## src/rtl/uart_tx_fifo.sv

```systemverilog
// UART transmitter fed by a small circular byte FIFO.
// Frames are 1 start bit, 8 data bits sent LSB first, then STOP_BITS stop bits; queued bytes go out back-to-back.
module uart_tx_fifo #(
    parameter int CLKS_PER_BIT = 4386,
    parameter int STOP_BITS    = 1,
    parameter int FIFO_DEPTH   = 4
) (
    input  logic                          clk,
    input  logic                          reset,
    input  logic [7:0]                    tx_data,
    input  logic                          tx_valid,
    output logic                          tx_ready,
    output logic                          serial_txd,
    output logic                          busy,
    output logic [$clog2(FIFO_DEPTH):0]   fifo_level
);
    localparam int              AW        = $clog2(FIFO_DEPTH);
    localparam int              CW        = (CLKS_PER_BIT > 1) ? $clog2(CLKS_PER_BIT) : 1;
    localparam logic [CW-1:0]   BAUD_LAST = CW'(CLKS_PER_BIT - 1);
    localparam logic [2:0]      STOP_LAST = 3'(STOP_BITS - 1);
    localparam logic [AW:0]     DEPTH     = (AW+1)'(FIFO_DEPTH);

    typedef enum logic [1:0] {IDLE, START, DATA, STOP} state_e;

    state_e        state_q, state_d;
    logic [7:0]    mem_q [FIFO_DEPTH];
    logic [AW-1:0] wr_ptr_q, rd_ptr_q;
    logic [AW:0]   level_q, level_d;
    logic [CW-1:0] baud_q, baud_d;
    logic [2:0]    bit_q, bit_d;
    logic [7:0]    shift_q, shift_d;
    logic          txd_q, txd_d;
    logic          push, pop, baud_end;

    assign tx_ready   = (level_q != DEPTH);
    assign push       = tx_valid && tx_ready;
    assign baud_end   = (baud_q == BAUD_LAST);
    assign serial_txd = txd_q;
    assign busy       = (state_q != IDLE) || (level_q != '0);
    assign fifo_level = level_q;

    always_comb begin
        state_d = state_q;
        baud_d  = baud_end ? '0 : baud_q + 1'b1;
        bit_d   = bit_q;
        shift_d = shift_q;
        txd_d   = txd_q;
        pop     = 1'b0;
        case (state_q)
            IDLE: begin
                baud_d = '0;
                txd_d  = 1'b1;
                if (level_q != '0) begin
                    pop     = 1'b1;
                    shift_d = mem_q[rd_ptr_q];
                    state_d = START;
                    txd_d   = 1'b0;
                end
            end
            START: begin
                if (baud_end) begin
                    state_d = DATA;
                    bit_d   = '0;
                    txd_d   = shift_q[0];
                end
            end
            DATA: begin
                if (baud_end) begin
                    if (bit_q == 3'd7) begin
                        state_d = STOP;
                        bit_d   = '0;
                        txd_d   = 1'b1;
                    end else begin
                        bit_d   = bit_q + 1'b1;
                        shift_d = {1'b0, shift_q[7:1]};
                        txd_d   = shift_q[1];
                    end
                end
            end
            STOP: begin
                // bit_q doubles as the stop-bit counter here
                if (baud_end) begin
                    if (bit_q == STOP_LAST) begin
                        bit_d = '0;
                        if (level_q != '0) begin
                            pop     = 1'b1;
                            shift_d = mem_q[rd_ptr_q];
                            state_d = START;
                            txd_d   = 1'b0;
                        end else begin
                            state_d = IDLE;
                            txd_d   = 1'b1;
                        end
                    end else begin
                        bit_d = bit_q + 1'b1;
                    end
                end
            end
            default: state_d = IDLE;
        endcase
    end

    always_comb begin
        level_d = level_q;
        case ({push, pop})
            2'b10:   level_d = level_q + 1'b1;
            2'b01:   level_d = level_q - 1'b1;
            default: level_d = level_q;
        endcase
    end

    always_ff @(posedge clk or posedge reset) begin
        if (reset) begin
            state_q  <= IDLE;
            wr_ptr_q <= '0;
            rd_ptr_q <= '0;
            level_q  <= '0;
            baud_q   <= '0;
            bit_q    <= '0;
            shift_q  <= '0;
            txd_q    <= 1'b1;
        end else begin
            state_q <= state_d;
            level_q <= level_d;
            baud_q  <= baud_d;
            bit_q   <= bit_d;
            shift_q <= shift_d;
            txd_q   <= txd_d;
            if (push) wr_ptr_q <= wr_ptr_q + 1'b1;
            if (pop)  rd_ptr_q <= rd_ptr_q + 1'b1;
        end
    end

    // Storage needs no reset: level and pointers define what is valid.
    always_ff @(posedge clk) begin
        if (push) mem_q[wr_ptr_q] <= tx_data;
    end
endmodule
```

## config.mk

```make
export PLATFORM = sky130hd
export DESIGN_NAME = uart_tx_fifo
export DESIGN_NICKNAME = d
export VERILOG_FILES = /design/src/rtl/uart_tx_fifo.sv
export SDC_FILE = /design/constraint.sdc
export NUM_CORES = 1
export LEC_CHECK = 0
export BUFFER_PORTS_ARGS = -buffer_cell sky130_fd_sc_hd__buf_2
export CORE_AREA = 2 2 99 101
export DETAILED_ROUTE_END_ITERATION = 16
export DIE_AREA = 0 0 101 103
export PLACE_DENSITY = 0.5
export SLEW_MARGIN = 20
export SYNTH_ARGS = -nofsm -noshare
export SYNTH_HDL_FRONTEND = slang
export SYNTH_SLANG_ARGS = --single-unit
```

## constraint.sdc

```tcl
create_clock -name clk -period 3.02 [get_ports clk]
set_input_delay 0.755 -clock clk [delete_from_list [all_inputs] [get_ports clk]]
set_output_delay 0.755 -clock clk [all_outputs]
set_load 0.1 [all_outputs]
```

==> summary.txt <==
Reg clk slew, reported paths = 0.07 ns
# rows = 36
Unique masters post-synth = 45
Syn-to-layout area delta = 12.9%
routed len/inst = 15.1 um
DP HPWL = 4080 um
vias = 1898
status = finished clean
I/O Pins = 17
f_max = 358 MHz
drt drc = 0
worst slew pin tran = 0.611 ns
critical path's largest stage delay = 0.60 ns
Tot Pwr = 0.00381 W
chip width = 101 um
maximum root-to-sink buffer count = 2
H-tree Lvls = 3
GRT Total Usage = 12.6%
GP Congestion = 0.725
setup_tns = 0 ns
Overflow after GRT = 0
TritonCTS Buffers = 9
PwrDens = 1070 mW/mm^2
Synthesized Nets = 267
first-pass GRT wire length = 9810 um
Reg-to-Reg Start = baud_q[9]$_DFF_PP0_
Crit Path Max Fanout = 4
Yosys warnings = 0
unrepaired setup endpoints after global routing = no
Max-Cap Viols = 0
Slowest-stage cell, CP = or4b_4
Final Max Tran Viols = 0
layout cells sized above 1 = 22.1%
worst r2r dst = fifo_level[2]$_DFFE_PP0P_
final hold viol count = 0
final wirelength = 5810 um
CTS tree = done
CP top delay family = simple AND/OR/NAND/NOR gates
die area = 0.0104 mm^2
crit share post-route = 92.6%
register area = 0.00181 mm^2
Clock Tree Root = clkbuf_8
final worst path period need = 2.80 ns
syn_area_per_cell = 13.3 um^2
post-CTS setup buffers = 0
detail-routed via count per cell = 4.93
Die Y = 103 um
Synth Register Bits = 66
area of the multi-input gates = 0.00129 mm^2
most used cell along the critical path = xor2_1
vias in the first global route = 1965
R2R setup slack = 0.22 ns
initial antenna violation count = 0
post_cts resized = 0
1st-iter DRT viols = 86
CTS Sinks = 66
crit path DAT = 3.05 ns
FFs w/ async S/R, synth = 51.5%
Starting Density = 33.5%
sequential area share after synthesis = 57.2%
Post-Syn Area = 0.00317 mm^2
Req. time, crit path = 3.28 ns
cells on worst reg2reg path = 9
final net count = 294
IO buf count = 16
# hold bufs at CTS = 0
Crit. End Element = flip-flop
largest net degree at the start of global routing = 35
antenna viol nets, final = 0
Post-Syn Instances = 239
Worst Setup Path Type = reg2reg
Max-slew headroom = 59.3%
final setup fails = 0
antenna diode count = 0
Post-synth EDFFs = 32
Worst setup SP type = flip-flop
crit-path cells = or4b_4 -> nor4_1 -> o21a_1 -> ha_1 -> inv_1 -> fa_1 -> xor2_1 -> nor2_1 -> xor2_1
CP bufs+invs = 1
skew final = 0.00652 ns
Hold WC Path Type = in2async
dominant synthesized flop cell = dfrtp_1
LEAKAGE = 1.48 nW
Initial DRT Pass Iterations = 4
core area = 0.00946 mm^2
fillcell total = 923
clock latency on the worst-skew pair = 0.33 ns
Peak VDD IR = 0.362 mV
tightest hold or removal path, stage by stage:
cell and delay (ns):
buf_2 0.09, inv_1 0.04, buf_4 0.38
report_power, final:
part / total, W / switching [W] / internal [W]
Combinational: 0.00175 / 0.000994 / 0.000757
Clock: 0.000606 / 0.000314 / 0.000292
Sequential: 0.00146 / 0.000229 / 0.00123
Total: 0.00381 / 0.00154 / 0.00228
state kept, by name (all words and copies together), names as in the netlist:
name / cells
state_q: 2
fifo_level: 3
rd_ptr_q: 2
mem_q: 32
baud_q: 13
wr_ptr_q: 2
serial_txd: 1
bit_q: 3
shift_q: 8
metrics by stage:
step / cell area, um^2 / utilization [%] / cells / worst slack (ns) / hold WS (ns)
3_3_place_gp: 3420 / 36.2 / 369 / 0.285 / 0.494
2_1_floorplan: 3180 / - / 239 / 0.219 / 0.479
4_1_cts: 3580 / 37.8 / 385 / 0.254 / 0.515
6_report: 3580 / 37.8 / 385 / 0.224 / 0.510
3_5_place_dp: 3420 / 36.2 / 369 / 0.271 / 0.497
5_1_grt: 3580 / 37.8 / 385 / 0.0744 / 0.536
cells in the final DEF, fill, tap and decap left out, types with 2 or more instances in the layout:
master,count
o21ai_0,6
clkinv_1,2
inv_1,15
nor3_1,2
buf_2,16
nand4_1,3
xor2_1,8
mux2_2,3
nand2_1,28
nor4_1,3
a21oi_1,6
ha_1,16
clkbuf_8,9
buf_4,5
mux4_2,8
a2bb2oi_1,2
dfrtp_1,32
nand3_1,6
clkbuf_1,3
nor2_1,14
xnor2_1,7
nand2b_1,2
or3_1,4
mux2_4,7
edfxtp_1,32
and2_1,2
and3_1,5
mux2i_1,2
cell usage after synthesis (all sizes together) (2+ instances only):
cell type  count  area, um^2
mux2          10         139
mux2i          2        20.0
buf            3        13.8
and3           6        38.8
inv           15        56.3
xor2           8        70.1
ha            16         200
xnor2          7        61.3
nor3           2        10.0
nand3          7        35.0
o31ai          2        28.8
and2           2        12.5
o21ai          6        30.0
or3            4        25.0
dfrtp         33         826
mux4           8         180
nand2         28         105
clkbuf         2        7.51
o211ai         2        28.8
nand2b         2        12.5
a2bb2oi        2        17.5
a21oi          6        30.0
nor4           3        18.8
nor2          14        52.6
nand4          3        18.8
edfxtp        32         961
how the worst max path moves through the flow:
stage / cells after the start / endpoint / start / slack (ns)
2_1_floorplan: 10 / fifo_level[2]$_DFFE_PP0P_ / fifo_level[0]$_DFFE_PP0P_ / 0.22
3_3_place_gp: 9 / fifo_level[2]$_DFFE_PP0P_ / baud_q[9]$_DFF_PP0_ / 0.28
3_5_place_dp: 9 / fifo_level[2]$_DFFE_PP0P_ / baud_q[9]$_DFF_PP0_ / 0.27
4_1_cts: 9 / fifo_level[2]$_DFFE_PP0P_ / baud_q[9]$_DFF_PP0_ / 0.25
5_1_grt: 9 / fifo_level[2]$_DFFE_PP0P_ / baud_q[9]$_DFF_PP0_ / 0.07
6_report: 9 / fifo_level[2]$_DFFE_PP0P_ / baud_q[9]$_DFF_PP0_ / 0.22
layout make-up:
type                    count  area share, %
flip-flops and latches     66           50.7
clock buffers              12           3.78
inverters                  15           1.57
well taps                 114           3.99
clock inverters             4          0.559
multi-input cells         153           36.1
repair buffers             21           3.29
routing by layer:
layer  track usage, %  share of wire [%]  up-vias
met4             3.43                1.3        0
met3             4.41                3.0        8
met5                0                  0        -
li1                 -                  -      916
met1             15.8                 47      953
met2             21.0                 49       21
kinds of logic after synthesis:
kind of cell	share of synthesized area [%]
xor gates and xnor gates	4.14
DFF	57.2
and+or+nand+nor	11.9
adders and majority gates	6.95
muxes	10.7
AOI/OAI and AO/OA	6.67
buffers and inverters	2.45
Power figures use the tool's default switching activity.
